==> src/rtl/bus_term_fifo_bank.sv <==
// Bank of per-terminal TX/RX show-ahead FIFO pairs between the stimulus/monitor
// side and the bus generator/arbiter ports, with overflow policy, occupancy
// reporting and saturating per-terminal drop counters.

// Single show-ahead FIFO. The head is forced to zero while the FIFO is empty.
// When the FIFO is full and a write arrives without a read, OVF_MODE selects
// between discarding the new word (0) and overwriting the oldest entry (1).
module bus_term_fifo #(
    parameter int W        = 16,
    parameter int DEPTH    = 8,
    parameter int OVF_MODE = 0,
    localparam int AW      = $clog2(DEPTH),
    localparam int CW      = AW + 1
) (
    input  logic          clk,
    input  logic          reset,
    input  logic          wr,
    input  logic [W-1:0]  wdata,
    input  logic          rd,
    output logic          avail,
    output logic [W-1:0]  head,
    output logic [CW-1:0] cnt,
    output logic          ovf
);

    logic [W-1:0]  mem [DEPTH];
    logic [AW-1:0] wr_ptr;
    logic [AW-1:0] rd_ptr;
    logic [CW-1:0] cnt_q;
    logic [CW-1:0] cnt_next;
    logic          avail_q;
    logic          full_q;
    logic          do_rd;
    logic          do_wr;
    logic          rd_adv;
    logic          overflow;
    logic          overwrite;

    // Decide which of the requested operations take effect this cycle.
    always_comb begin
        do_rd     = rd && avail_q;
        overflow  = wr && full_q && !rd;
        overwrite = overflow && (OVF_MODE != 0);
        do_wr     = wr && (!overflow || overwrite);
        rd_adv    = do_rd || overwrite;
        cnt_next  = cnt_q;
        if (do_wr && !rd_adv) begin
            cnt_next = cnt_q + CW'(1);
        end else if (rd_adv && !do_wr) begin
            cnt_next = cnt_q - CW'(1);
        end
    end

    // Pointers, occupancy and registered status flags.
    always_ff @(posedge clk or posedge reset) begin
        if (reset) begin
            wr_ptr  <= '0;
            rd_ptr  <= '0;
            cnt_q   <= '0;
            avail_q <= 1'b0;
            full_q  <= 1'b0;
        end else begin
            if (do_wr) begin
                wr_ptr <= wr_ptr + AW'(1);
            end
            if (rd_adv) begin
                rd_ptr <= rd_ptr + AW'(1);
            end
            cnt_q   <= cnt_next;
            avail_q <= (cnt_next != '0);
            full_q  <= (cnt_next == CW'(DEPTH));
        end
    end

    // Storage is deliberately left uncleared by reset.
    always_ff @(posedge clk) begin
        if (do_wr) begin
            mem[wr_ptr] <= wdata;
        end
    end

    assign avail = avail_q;
    assign head  = avail_q ? mem[rd_ptr] : '0;
    assign cnt   = cnt_q;
    assign ovf   = overflow;

endmodule

// Top level: DRVRS independent terminals, each with a TX FIFO feeding the bus,
// an RX FIFO capturing bus deliveries and an 8-bit saturating overflow counter.
module bus_term_fifo_bank #(
    parameter int DRVRS    = 4,
    parameter int PCKG_SZ  = 16,
    parameter int DEPTH    = 8,
    parameter int OVF_MODE = 0,
    localparam int AW      = $clog2(DEPTH)
) (
    input  logic                        clk,
    input  logic                        reset,
    input  logic [DRVRS-1:0]            tx_wr,
    input  logic [DRVRS*PCKG_SZ-1:0]    tx_wdata,
    output logic [DRVRS-1:0]            tx_full,
    output logic [DRVRS-1:0]            pndng,
    input  logic [DRVRS-1:0]            pop,
    output logic [DRVRS*PCKG_SZ-1:0]    D_pop,
    input  logic [DRVRS-1:0]            push,
    input  logic [DRVRS*PCKG_SZ-1:0]    D_push,
    output logic [DRVRS-1:0]            rx_valid,
    output logic [DRVRS*PCKG_SZ-1:0]    rx_rdata,
    input  logic [DRVRS-1:0]            rx_rd,
    output logic [DRVRS*(AW+1)-1:0]     tx_cnt,
    output logic [DRVRS*(AW+1)-1:0]     rx_cnt,
    output logic [DRVRS*8-1:0]          drop_cnt
);

    for (genvar i = 0; i < DRVRS; i++) begin : g_term
        logic       tx_ovf;
        logic       rx_ovf;
        logic [7:0] drop_q;
        logic [8:0] drop_sum;

        bus_term_fifo #(
            .W        (PCKG_SZ),
            .DEPTH    (DEPTH),
            .OVF_MODE (OVF_MODE)
        ) u_tx (
            .clk   (clk),
            .reset (reset),
            .wr    (tx_wr[i]),
            .wdata (tx_wdata[i*PCKG_SZ +: PCKG_SZ]),
            .rd    (pop[i]),
            .avail (pndng[i]),
            .head  (D_pop[i*PCKG_SZ +: PCKG_SZ]),
            .cnt   (tx_cnt[i*(AW+1) +: AW+1]),
            .ovf   (tx_ovf)
        );

        bus_term_fifo #(
            .W        (PCKG_SZ),
            .DEPTH    (DEPTH),
            .OVF_MODE (OVF_MODE)
        ) u_rx (
            .clk   (clk),
            .reset (reset),
            .wr    (push[i]),
            .wdata (D_push[i*PCKG_SZ +: PCKG_SZ]),
            .rd    (rx_rd[i]),
            .avail (rx_valid[i]),
            .head  (rx_rdata[i*PCKG_SZ +: PCKG_SZ]),
            .cnt   (rx_cnt[i*(AW+1) +: AW+1]),
            .ovf   (rx_ovf)
        );

        // Full flag derived from the registered occupancy only.
        assign tx_full[i] = (tx_cnt[i*(AW+1) +: AW+1] == (AW+1)'(DEPTH));

        // TX and RX overflows in one cycle add two; the sum is one bit wider to catch saturation.
        always_comb begin
            drop_sum = {1'b0, drop_q} + {8'd0, tx_ovf} + {8'd0, rx_ovf};
        end

        // Saturating per-terminal overflow counter.
        always_ff @(posedge clk or posedge reset) begin
            if (reset) begin
                drop_q <= '0;
            end else begin
                drop_q <= drop_sum[8] ? 8'hFF : drop_sum[7:0];
            end
        end

        assign drop_cnt[i*8 +: 8] = drop_q;
    end

endmodule
==> config.mk <==
export PLATFORM = sky130hd
export DESIGN_NAME = bus_term_fifo_bank
export DESIGN_NICKNAME = d
export VERILOG_FILES = /design/src/rtl/bus_term_fifo_bank.sv
export SDC_FILE = /design/constraint.sdc
export NUM_CORES = 1
export LEC_CHECK = 0
export BUFFER_PORTS_ARGS = -buffer_cell sky130_fd_sc_hd__buf_2
export CAP_MARGIN = 20
export CORE_AREA = 2 2 294 296
export CTS_CLUSTER_DIAMETER = 120
export DETAILED_ROUTE_END_ITERATION = 6
export DIE_AREA = 0 0 296 298
export HOLD_SLACK_MARGIN = 0.03
export PLACE_DENSITY = 0.79
export SKIP_LAST_GASP = 1
export SYNTH_ARGS = -nofsm -noshare
export SYNTH_HDL_FRONTEND = slang
export SYNTH_SLANG_ARGS = --single-unit
==> constraint.sdc <==
create_clock -name clk -period 7.4 [get_ports clk]
set_clock_uncertainty 0.05 [all_clocks]
set_input_delay 0 -clock clk [delete_from_list [all_inputs] [get_ports clk]]
set_output_delay 0 -clock clk [all_outputs]
set_load 0.01 [all_outputs]
* Yosys cells after proc, flatten, opt, wreduce, memory -nomap -nowiden
Memory sizes are Yosys's and may differ from the RTL's.
Index checks and enable logic that the tools add are counted.
** Cells by class
- Multiply operators :: 0
- Add/subtract/negate cells :: 40
- Reduce and logical (&&, ||, !) cells :: 88
- Shifts and indexed selects :: 0
- Divide/modulo/power cells :: 0
- Magnitude comparators :: 0
- Eq/ne operators :: 12
- Multiplexer cells :: 44
- Bitwise gates (word level) :: 0
** Operators with widths (count)
- 2-to-1 mux 16 bit :: 8
- 2-to-1 mux 4 bit :: 16
- adder 3 x 1 -> 3 bit, second input constant :: 16
- == test 4 bit, second input constant :: 12
- logical AND 1 bit :: 48
- adder 8 x 1 -> 9 bit :: 4
- adder 9 x 1 -> 9 bit :: 4
- adder 4 x 1 -> 4 bit, second input constant :: 8
- logical NOT 1 bit :: 32
- 2-to-1 mux 8 bit :: 4
- nonzero test 4 bit :: 8
- subtractor 4 x 1 -> 4 bit, second input constant :: 8
- 2-to-1 mux 1 bit :: 16
** Storage, ports and cells
- Bits in latches :: 0
- Memories :: 8
- RAM bits :: 1024
- Word-level logic and storage cells :: 236
- ROM bits :: 0
- Input port bits :: 146
- Register bits :: 128
** Memory list
- g_term[0].u_rx.mem :: words 8, width 16, read ports 1, clocked after memory_dff 0, wr ports 1, line 26 : logic [W-1:0] mem [DEPTH];
- g_term[0].u_tx.mem :: words 8, width 16, read ports 1, clocked after memory_dff 0, wr ports 1, line 26
- g_term[1].u_rx.mem :: words 8, width 16, read ports 1, clocked after memory_dff 0, wr ports 1, line 26
- g_term[1].u_tx.mem :: words 8, width 16, read ports 1, clocked after memory_dff 0, wr ports 1, line 26
- g_term[2].u_rx.mem :: words 8, width 16, read ports 1, clocked after memory_dff 0, wr ports 1, line 26
- g_term[2].u_tx.mem :: words 8, width 16, read ports 1, clocked after memory_dff 0, wr ports 1, line 26
- 2 more memories

* Depth between registers and ports, before layout
Gate-level depths: netlist (run 1).
- Word-level depth :: 9
- Mapped depth :: 9
- Depth with buffers taken out :: 8

* Hierarchy
Synthesis (run 1) repeated with hierarchy kept, for this count alone.
** Unflattened totals
- Cells, all modules :: 2442
- Area total of the unflattened synthesis :: 47041.4 um^2
** Modules (own cells, without submodules)
- bus_term_fifo (g_term[0].u_rx ...) :: area each 5735.5 um^2, times used 4, cells an instance 292
- bus_term_fifo (g_term[2].u_tx ...) :: area each 5617.9 um^2, times used 3, cells an instance 281
- bus_term_fifo (g_term[0].u_tx) :: area each 5666.7 um^2, times used 1, cells an instance 289
- bus_term_fifo_bank :: area each 1579.0 um^2, times used 1, cells an instance 142

* Least setup slack after synthesis (run 1)
Ideal clock, no wire load.
- Path type :: register to register
- Start point :: register g_term[3].u_rx.full_q
- End point :: memory g_term[3].u_rx.mem[0][0] (enable)
- Library setup time :: 430 ps
- Clock period less this slack :: 2725 ps
- Stages on the path, launching flop included :: 4
- Path slack :: 4675 ps
- Arrival time :: 2245 ps
- Buffers on the path :: 0
- Path through :: dfrtp_1 > nand2b_1 > nand2_1 > nor4_1
** Between the ends
- Word-level cells in the longest chain between the ends :: 6
** Ends and longest elaborated chain
- from (decl) :: line 32 : logic full_q;
- from (signal assigned) :: line 71 : full_q <= (cnt_next == CW'(DEPTH));
- logical AND 1 bit (2 in series) :: line 42 : overflow = wr && full_q && !rd;
- logical NOT 1 bit :: line 44 : do_wr = wr && (!overflow || overwrite);
- logical AND 1 bit :: line 44
- 2-to-1 mux 1 bit :: line 77 : if (do_wr) begin
- 2-to-1 mux 1 bit (implied by the code) :: line 78 : mem[wr_ptr] <= wdata;
- to (decl) :: line 26
No other way between the ends.

* Worst setup path after layout (run 1)
- Start point :: register g_term[1].u_tx.rd_ptr[0]
- End point :: output D_pop[26]
** Between the ends
- Word-level cells in the longest chain between the ends :: 2
** Ends and longest elaborated chain
- from (decl) :: line 28 : logic [AW-1:0] rd_ptr;
- from (signal assigned) :: line 67 : rd_ptr <= rd_ptr + AW'(1);
- memory (8 x 16 bit)
- 2-to-1 mux 16 bit :: line 83 : assign head = avail_q ? mem[rd_ptr] : '0;
- to (decl) :: line 105 : output logic [DRVRS*PCKG_SZ-1:0] D_pop,
No other way between the ends.

==> impl_metrics.py, run 1 <==
metrics = {
    "hold_path": {
        "min_path_type": "in2reg",
    },
    "placement": {
        "dpl.hpwl_mm": 61.3,
        "place_ws_ns": 4.78,
        "portBuffers": 349,
        "gp_congestion": 0.844,
        "dp.cells": 3839,
    },
    "synthesis": {
        "synth_xor_area_frac": 0.00940,
        "synth_seq_cells": 1152,
        "synth_top_family_by_area": "multiplexers",
        "synthCells": 2412,
        "synthAdderAreaFrac": 0.0114,
        "async_reset_ff_frac": 0.111,
        "synth_cell_types": 57,
        "ys_seq_area_frac": 0.729,
        "synth_compound_area_frac": 0.0114,
        "muxShareOfSynthArea": 0.160,
        "synth_edf_count": 1024,
        "synth_commonest_cells": "1,024 x edfxtp_1, 256 x mux4_2, 137 x mux2i_1",
        "synth_area_sq_um": 46600,
        "post-synth-top-count-cell": "edfxtp_1",
        "syn-num-nets": 2598,
        "netlist.top_cell.by_area": "edfxtp_1",
        "synth_area_leaders": "edfxtp_1 66%, mux4_2 12%, dfrtp_1 6.9%",
        "synth-main-ff-cell": "edfxtp_1",
        "yosys.area_share.simple": 0.0646,
        "ys.warnings.count": 0,
        "avgSynthCellArea_sq_um": 19.3,
        "synth_top_area_frac": 0.660,
    },
    "power_and_ir_drop": {
        "power.leakage_uw": 0.0197,
        "p_comb_frac": 0.315,
        "seqPwrFrac": 0.416,
        "power_uw": 22000,
        "internal-power_uw": 15100,
        "switching_share": 0.316,
        "ir_worst_vdd_mv": 0.267,
        "p_per_area_nw_per_um2": 397,
        "p_clk_frac": 0.268,
        "p_sw_uw": 6950,
    },
    "worst_setup_path": {
        "startpoint_type": "flip-flop",
        "worstSetupPathType": "reg2out",
        "cp_slowest_cell": "dfrtp_2",
        "max_stage_delay_ns": 0.74,
        "cp-end-kind": "output port",
        "worst_ep_required_time_ns": 7.35,
        "critPathMaxFanout": 18,
        "crit_chain": "buf_4, mux4_2, mux2i_1, nor2b_1, buf_2",
        "arrival_ns": 2.87,
    },
    "grt": {
        "grt.overflow.total": 0,
        "grt_pass1_wl_mm": 152,
        "grt_max_degree": 52,
        "grt_usage": 0.227,
        "grt_pass1_vias": 25900,
        "antenna_found_initial": 12,
    },
    "floorplanning": {
        "start_util": 0.549,
        "die_area_sq_um": 88200,
        "design.core.area_sq_um": 84900,
        "die_x_microns": 296,
        "die_h_microns": 298,
        "row_count": 107,
        "io-pin-count": 350,
    },
    "cts": {
        "htreeDepth": 3,
        "ctsResizeCount": 0,
        "cts_tree": "done",
        "clock_latency_ns": 0.66,
        "cts_root_buffer": "clkbuf_16",
        "numCtsBuffers": 113,
        "cts.clk_slew.worst_paths_ns": 0.06,
        "postCtsSetupBuffers": 0,
        "cts.sinks": 1152,
        "clock_path_buffers": 3,
    },
    "route": {
        "wl_met1_mm": 39.2,
        "route.met3.wl_mm": 6.60,
        "top_layer": "met5",
        "drt-total-wl_mm": 99.4,
        "drc_errors": 0,
        "vias": 24700,
        "routedWlPerCell_microns": 23.6,
        "dr.pass1.iters": 5,
        "ant_nets": 0,
        "via_per_inst": 5.86,
        "drt-initial-drc-count": 1888,
        "wl_met2_mm": 50.8,
    },
    "flow_run": {
        "cap_viol_max_count": 0,
    },
    "timing": {
        "fin_setup_tns_ns": 0,
        "setup_violations": 0,
        "min_period_ns": 2.92,
        "layout_setup_ws_ns": 4.48,
        "worstMarginPinSlew_ns": 1.17,
        "slew_viol_final": 0,
        "post-route-period-util": 0.394,
        "hold_viol_final": 0,
        "max_freq_mhz": 343,
        "rsz0062_at_grt": "no",
        "fin_hold_ws_ns": 0.0802,
        "relSlewSlack": 0.220,
    },
    "finish": {
        "drive_above_1_share": 0.307,
        "n_fill_cell": 5538,
        "stdcell_count": 4209,
        "area_growth_pct": 18.9,
        "final_nets": 3148,
    },
    "run_status": {
        "status": "finished, final reports clean",
    },
}
[cells in the final DEF (no fill, tap or decap), types with 36 or more instances in the layout]
| master | instances |
|---|---|
| mux2i_1 | 137 |
| xnor2_1 | 41 |
| dlygate4sd3_1 | 147 |
| clkbuf_16 | 115 |
| buf_2 | 349 |
| nand2_1 | 83 |
| buf_4 | 49 |
| nor2_1 | 63 |
| nand3_1 | 48 |
| mux4_2 | 256 |
| nor2b_1 | 134 |
| dfrtp_1 | 120 |
| ha_1 | 36 |
| inv_1 | 38 |
| edfxtp_1 | 1024 |
[sequential cells by signal, indices dropped and copies added (netlist names)]
signal / count
g_term.u_rx.avail: 4
g_term.u_tx.avail: 4
g_term.u_rx.rd_ptr: 12
g_term.u_tx.rd_ptr: 12
g_term.u_tx.cnt: 16
g_term.u_tx.full_q: 4
g_term.u_rx.full_q: 4
g_term.u_rx.mem: 512
g_term.u_rx.cnt: 16
g_term.u_rx.wr_ptr: 12
g_term.drop_q: 32
g_term.u_tx.mem: 512
g_term.u_tx.wr_ptr: 12
[cell families after synthesis]
group,count (synthesis)
AOI/OAI and AO/OA,66
xor gates and xnor gates,50
adders and majority gates,40
buffers and inverters,159
DFF,1152
muxes,421
and+or+nand+nor,524
[metrics by stage]
step / cell area [sq um] / util
global placement: 49800 / 0.587
global route: 55400 / 0.652
CTS: 55300 / 0.651
finish: 55400 / 0.652
floorplan: 46600 / -
detailed placement: 49900 / 0.588
[worst max-delay path, delay by kind of cell (launching register included)]
| kind | cells | cell delay (ns) |
|---|---|---|
| multiplexers | 2 | 0.78 |
| flip-flops | 1 | 0.74 |
| buffers and inverters | 2 | 0.59 |
| AND/OR/NAND/NOR | 1 | 0.08 |
[power by group through the flow]
stage / Clock, uW / Sequential (uW) / Combinational [uW]
after floorplan: 0 / 8770 / 4790
after global placement: 0 / 9370 / 6420
after detailed placement: 0 / 9300 / 6860
after CTS: 6010 / 9180 / 6980
after global routing: 6250 / 9290 / 7480
final: 5910 / 9160 / 6940
[final cells by class]
type                            count  area, sq um  area share
Antenna cell                        9         22.5    0.000407
Multi-Input combinational cell   1101        12200       0.220
Tap cell                         1144         1430      0.0258
Inverter                           39          151     0.00273
Timing Repair Buffer              555         3760      0.0679
Clock inverter                     63          811      0.0146
Clock buffer                      146         3050      0.0551
Sequential cell                  1152        34000       0.613
[what timing repair did]
item,CTS,global route
endpoints found under the setup margin,0,0
endpoints found under the hold margin,1209,0
hold buffers,147,0
[final timing paths]
path	startpoint	to	slack, ns	depth (start not counted)
hold / removal	D_push[10]	g_term[0].u_rx.mem[0][10]$_DFFE_PP_	0.08	2
max in group asynchronous	reset	g_term[0].u_tx.rd_ptr[0]$_DFFE_PP0P_	5.09	6
setup / recovery	g_term[1].u_tx.rd_ptr[0]$_DFFE_PP0P_	D_pop[26]	4.48	5
min in group asynchronous	reset	g_term[2].u_tx.cnt[0]$_DFF_PP0_	0.47	4
hold reg to reg	g_term[1].u_rx.wr_ptr[0]$_DFFE_PP0P_	g_term[1].u_rx.wr_ptr[0]$_DFFE_PP0P_	0.47	2
setup reg to reg	g_term[2].u_rx.full_q$_DFF_PP0_	g_term[2].u_rx.mem[2][11]$_DFFE_PP_	4.82	5
[metal layers]
metal  track usage  up-vias
li1              -    10700
met1         0.302    12800
met2         0.380      902
met3        0.0452      204
met4        0.0700        8
met5             0        -
(Power assumes the default switching activity.)
==> run 2: changes to the inputs <==
==> constraint.sdc (replaced) <==
create_clock -name clk -period 2.7 [get_ports clk]
set_clock_uncertainty 0.05 [all_clocks]
set_input_delay 0 -clock clk [delete_from_list [all_inputs] [get_ports clk]]
set_output_delay 0 -clock clk [all_outputs]
set_load 0.01 [all_outputs]
==> run 2 against run 1 <==
  * Register-to-register slack got worse by 4.5 ns
  * Final cell count grew 2.0%
  * Hold slack better by 0.00077 ns
  * Setup slack got worse by 4.3 ns
  * Utilization up 0.55 points
  * Sequential cell count is the same
  * First-iteration DRC count rose by 29%
  * Critical path type unchanged
  * Largest cell class unchanged
==> impl_metrics.py, run 2 (synthesized netlist as in run 1, its figures left out) <==
metrics = {
    "route": {
        "routedWlPerCell_microns": 23.6,
        "drt-total-wl_mm": 101,
        "dr.pass1.iters": 6,
        "drc_errors": 0,
        "vias": 25000,
        "drt-initial-drc-count": 2430,
        "via_per_inst": 5.81,
        "ant_nets": 0,
    },
    "timing": {
        "min_period_ns": 2.56,
        "layout_setup_ws_ns": 0.135,
        "post-route-period-util": 0.950,
        "max_freq_mhz": 390,
        "relSlewSlack": 0.400,
        "rsz0062_at_grt": "no",
        "slew_viol_final": 0,
        "setup_violations": 0,
        "hold_viol_final": 0,
        "fin_hold_ws_ns": 0.0810,
        "worstMarginPinSlew_ns": 0.899,
    },
    "floorplanning": {
        "die_x_microns": 296,
        "io-pin-count": 350,
        "row_count": 107,
        "design.core.area_sq_um": 84900,
        "start_util": 0.549,
        "die_area_sq_um": 88200,
        "die_h_microns": 298,
    },
    "worst_setup_path": {
        "r2r_end": "g_term[1].u_tx.full_q$_DFF_PP0_",
        "r2r_slack_ns": 0.31,
        "r2r_start": "g_term[1].u_tx.cnt[0]$_DFF_PP0_",
        "arrival_ns": 2.51,
        "endpoint": "D_pop[27]",
        "worst_ep_required_time_ns": 2.65,
        "critPathMaxFanout": 13,
        "worstSetupPathType": "reg2out",
        "cp-end-kind": "output port",
        "reg2reg_depth": 5,
        "startpoint_type": "flip-flop",
        "cp-startpoint": "g_term[1].u_tx.rd_ptr[0]$_DFFE_PP0P_",
    },
    "cts": {
        "htreeDepth": 3,
        "cts_tree": "done",
        "clock_path_buffers": 3,
        "numCtsBuffers": 114,
        "clock_latency_ns": 0.68,
        "cts_root_buffer": "clkbuf_16",
        "cts.sinks": 1152,
        "cts.clk_slew.worst_paths_ns": 0.06,
    },
    "grt": {
        "grt_usage": 0.232,
        "grt.overflow.total": 0,
        "grt_pass1_wl_mm": 155,
        "grt_pass1_vias": 26400,
        "antenna_found_initial": 11,
        "grt_max_degree": 54,
    },
    "finish": {
        "reg_top3": "g_term.u_rx.mem: 512 flops, g_term.u_tx.mem: 512 flops, g_term.drop_q: 32 flops",
        "final_common_cell": "edfxtp_1",
        "final_cell_mix": "1,024 x edfxtp_1, 349 x buf_2, 256 x mux4_2",
        "area_growth_pct": 19.9,
        "design_area_sq_um": 55800,
        "final_nets": 3231,
        "post-route-util": 0.658,
        "drive_above_1_share": 0.313,
    },
    "run_status": {
        "status": "finished, final reports clean",
    },
    "flow_run": {
        "cap_viol_max_count": 0,
    },
    "power_and_ir_drop": {
        "power.leakage_uw": 0.0200,
        "p_per_area_nw_per_um2": 1080,
        "ir_worst_vdd_mv": 0.773,
    },
    "hold_path": {
        "min_path_type": "in2reg",
    },
    "placement": {
        "place_ws_ns": 0.312,
        "dpl_cell_area_sq_um": 50400,
        "portBuffers": 349,
        "gp_congestion": 0.827,
        "dpl.hpwl_mm": 62.9,
    },
}
run 2: changes by cell type in the layout (fill, tap and decap cells not counted), moves of 12 or more:
cell	delta
dlygate4sd3_1	+17
buf_4	+62
nor2_2	-17
nor3_4	-12
nor3_2	+12
nor2_1	+17
run 2: worst min path at each step:
| stage | startpoint | to | slack [ns] | depth (start not counted) |
|---|---|---|---|---|
| finish | D_push[49] | g_term[3].u_rx.mem[2][1]$_DFFE_PP_ | 0.08 | 2 |
| floorplan | D_push[0] | g_term[0].u_rx.mem[0][0]$_DFFE_PP_ | 0.05 | 0 |
| global route | D_push[60] | g_term[3].u_rx.mem[2][12]$_DFFE_PP_ | 0.06 | 2 |
| CTS | tx_wdata[8] | g_term[0].u_tx.mem[1][8]$_DFFE_PP_ | 0.03 | 2 |
| detailed placement | reset | g_term[2].u_tx.avail$_DFF_PP0_ | 0.14 | 2 |
| global placement | reset | g_term[2].u_tx.cnt[3]$_DFF_PP0_ | 0.13 | 2 |
run 2: final cells by class:
cell class	instances	area [sq um]
inverters	39	150
clock buffers	146	3050
multi-input cells	1101	12100
flip-flops and latches	1152	34000
well taps	1144	1430
repair buffers	637	4470
clock inverters	68	671
fillers	5534	29000
diodes	8	20.0
run 2: routing by layer:
layer / up-vias / routed length, microns / track usage
li1: 10900 / - / -
met1: 12900 / 38800 / 0.301
met2: 959 / 51900 / 0.391
met3: 196 / 7790 / 0.0489
met4: 8 / 2890 / 0.0806
met5: - / 55 / 0
run 2: metrics by stage:
step / cells / TNS [ns] / power, uW
finish: 4295 / 0 / 60200
CTS: 4278 / -0.0173 / 60600
global placement: 3900 / 0 / 43800
global route: 4294 / 0 / 63000
floorplan: 2412 / 0 / 37200
detailed placement: 3900 / 0 / 44700
run 2: critical path, stage by stage, from the launching register on:
cell and delay, ns:
dfrtp_4 0.61, buf_4 0.28, mux4_2 0.54, mux2i_1 0.18
nor2b_1 0.08, buf_2 0.14
run 2: power by group:
group,internal (uW),switching (uW)
clock,8900,6660
combinational,9520,10500
sequential,22600,2090
total,41000,19200
run 2: timing repair:
action	in CTS	in global routing
hold buffers	164	0
setup endpoints to repair	15	5
buffers inserted	0	9
gates resized for setup	4	2
hold endpoints to repair	1265	0
==> run 3: changes to the inputs <==
--- a/config.mk
+++ b/config.mk
@@ -6,14 +6,15 @@
 export NUM_CORES = 1
 export LEC_CHECK = 0
 export BUFFER_PORTS_ARGS = -buffer_cell sky130_fd_sc_hd__buf_2
-export CAP_MARGIN = 20
 export CORE_AREA = 2 2 294 296
 export CTS_CLUSTER_DIAMETER = 120
 export DETAILED_ROUTE_END_ITERATION = 6
 export DIE_AREA = 0 0 296 298
 export HOLD_SLACK_MARGIN = 0.03
 export PLACE_DENSITY = 0.79
+export SETUP_SLACK_MARGIN = 0.5
 export SKIP_LAST_GASP = 1
 export SYNTH_ARGS = -nofsm -noshare
 export SYNTH_HDL_FRONTEND = slang
 export SYNTH_SLANG_ARGS = --single-unit
+export TNS_END_PERCENT = 100
==> run 3 against run 2 <==
  * First-iteration DRC count down 15%
  * Sequential share of layout area down 1.9 points
  * Power up 6.1%
  * Via count up 3.0%
  * Setup slack better by 0.12 ns
  * Hold slack worse by 0.014 ns
  * Critical path depth up 1
  * Sequential cell count unchanged
  * Routed wire length up 5.8%
  * Fmax up 4.8%
  * Largest cell class unchanged
==> impl_metrics.py, run 3 (synthesized netlist as in run 1, its figures left out) <==
metrics = {
    "route": {
        "ant_nets": 0,
        "drt-total-wl_mm": 107,
        "drt-initial-drc-count": 2071,
        "vias": 25700,
        "routedWlPerCell_microns": 24.5,
        "via_per_inst": 5.87,
        "drc_errors": 0,
        "dr.pass1.iters": 5,
    },
    "timing": {
        "min_period_ns": 2.45,
        "fin_setup_tns_ns": 0,
        "max_freq_mhz": 409,
        "fin_hold_ws_ns": 0.0671,
        "hold_viol_final": 0,
        "worstMarginPinSlew_ns": 0.736,
        "slew_viol_final": 0,
        "setup_violations": 0,
        "rsz0062_at_grt": "yes",
        "relSlewSlack": 0.506,
        "post-route-period-util": 0.906,
    },
    "hold_path": {
        "hold_depth": 2,
        "min_path_type": "in2reg",
        "hold_end": "g_term[0].u_tx.mem[7][9]$_DFFE_PP_",
        "min_from": "tx_wdata[9]",
    },
    "worst_setup_path": {
        "startpoint_type": "flip-flop",
        "critPathMaxFanout": 8,
        "cp_slowest_cell": "dfrtp_4",
        "cp-end-kind": "output port",
        "worstSetupPathType": "reg2out",
        "r2r_end": "g_term[2].u_rx.full_q$_DFF_PP0_",
        "max_stage_delay_ns": 0.53,
        "arrival_ns": 2.40,
        "r2r_start": "g_term[2].u_rx.cnt[0]$_DFF_PP0_",
        "crit_chain": "buf_6, buf_16, mux4_2, mux2i_2, nor2b_1, buf_2",
        "worst_ep_required_time_ns": 2.65,
        "r2r_slack_ns": 0.48,
        "reg2reg_depth": 7,
    },
    "placement": {
        "portBuffers": 349,
        "dpl_cell_area_sq_um": 50300,
        "dpl.hpwl_mm": 63.0,
        "gp_congestion": 0.836,
    },
    "finish": {
        "seqCellArea_sq_um": 34000,
        "design_area_sq_um": 57700,
        "final_nets": 3319,
        "n_fill_cell": 5287,
        "area_growth_pct": 23.8,
        "multiInputGateArea_sq_um": 12500,
        "reg_top3": "g_term.u_rx.mem: 512 flops, g_term.u_tx.mem: 512 flops, g_term.drop_q: 32 flops",
        "final_common_cell": "edfxtp_1",
        "drive_above_1_share": 0.362,
        "final_cell_mix": "1,024 x edfxtp_1, 333 x buf_2, 256 x mux4_2",
    },
    "floorplanning": {
        "row_count": 107,
        "die_area_sq_um": 88200,
        "die_x_microns": 296,
        "design.core.area_sq_um": 84900,
        "die_h_microns": 298,
        "start_util": 0.549,
        "io-pin-count": 350,
    },
    "grt": {
        "antenna_found_initial": 8,
        "grt_pass1_wl_mm": 161,
        "grt_usage": 0.242,
        "grt.overflow.total": 0,
        "grt_max_degree": 53,
        "grt_pass1_vias": 27000,
    },
    "flow_run": {
        "cap_viol_max_count": 0,
    },
    "power_and_ir_drop": {
        "switching_share": 0.319,
        "seqPwrFrac": 0.385,
        "p_sw_uw": 20400,
        "p_comb_frac": 0.371,
        "ir_worst_vdd_mv": 0.821,
        "p_clk_frac": 0.244,
        "power.leakage_uw": 0.0207,
        "internal-power_uw": 43500,
        "p_per_area_nw_per_um2": 1110,
    },
    "cts": {
        "htreeDepth": 3,
        "clock_latency_ns": 0.68,
        "cts.sinks": 1152,
        "cts_root_buffer": "clkbuf_16",
        "cts.clk_slew.worst_paths_ns": 0.06,
        "clock_path_buffers": 3,
        "numCtsBuffers": 111,
        "cts_tree": "done",
    },
    "run_status": {
        "status": "finished, final reports clean",
    },
}
## run 3: final cells by class
cell class | instances | area share
well taps | 1144 | 0.0248
clock inverters | 77 | 0.0126
multi-input cells | 1101 | 0.216
inverters | 39 | 0.00269
diodes | 4 | 0.000174
repair buffers | 728 | 0.103
flip-flops and latches | 1152 | 0.590
clock buffers | 132 | 0.0516
## run 3: routing by layer
layer | part of all wire | track usage | wire, microns | vias up
li1 | - | - | - | 11100
met1 | 0.38 | 0.312 | 40700 | 13400
met2 | 0.53 | 0.420 | 56400 | 965
met3 | 0.070 | 0.0460 | 7510 | 213
met4 | 0.024 | 0.0715 | 2580 | 12
met5 | 0.00056 | 0 | 60 | -
## run 3: power by group through the flow
stage / registers [uW] / logic, uW / clock network, uW
after floorplan: 24100 / 13200 / 0
after global placement: 24700 / 19000 / 0
after detailed placement: 25000 / 19500 / 0
after CTS: 24500 / 22800 / 15800
after global routing: 24900 / 25300 / 16500
final: 24600 / 23700 / 15600
## run 3: repair_timing
| item | CTS | global route |
|---|---|---|
| endpoints found under the setup margin | 164 | 167 |
| setup buffers | 54 | 29 |
| cloned | 22 | 3 |
| hold buffers | 158 | 0 |
| gates resized for setup | 114 | 81 |
| endpoints found under the hold margin | 1254 | 0 |
| pin swaps | 3 | 8 |
## run 3: through the flow
| step | power, uW | util | std cells | worst slack (ns) |
|---|---|---|---|---|
| 2_1_floorplan | 37200 | - | 2412 | 0.374 |
| 3_5_place_dp | 44600 | 0.593 | 3898 | 0.358 |
| 4_1_cts | 63200 | 0.673 | 4341 | 0.216 |
| 6_report | 63900 | 0.680 | 4377 | 0.254 |
| 3_3_place_gp | 43700 | 0.593 | 3898 | 0.450 |
| 5_1_grt | 66600 | 0.679 | 4375 | 0.165 |
## run 3: critical path: cells and delay by family (launching register included)
family / cells / cell delay [ns]
simple gates: 1 / 0.08
buf+inv: 3 / 0.41
flops: 1 / 0.53
mux: 2 / 0.72
## run 3: worst max path at each step
stage | to | from | slack [ns] | depth (start not counted)
floorplan | g_term[3].u_rx.mem[2][0]$_DFFE_PP_ | g_term[3].u_rx.full_q$_DFF_PP0_ | 0.37 | 3
global route | D_pop[47] | g_term[2].u_tx.rd_ptr[0]$_DFFE_PP0P_ | 0.17 | 6
finish | D_pop[37] | g_term[2].u_tx.rd_ptr[0]$_DFFE_PP0P_ | 0.25 | 6
CTS | D_pop[37] | g_term[2].u_tx.rd_ptr[0]$_DFFE_PP0P_ | 0.22 | 6
detailed placement | g_term[0].drop_q[0]$_DFF_PP0_ | g_term[0].u_tx.full_q$_DFF_PP0_ | 0.36 | 8
global placement | g_term[0].drop_q[4]$_DFF_PP0_ | g_term[0].u_tx.full_q$_DFF_PP0_ | 0.45 | 8
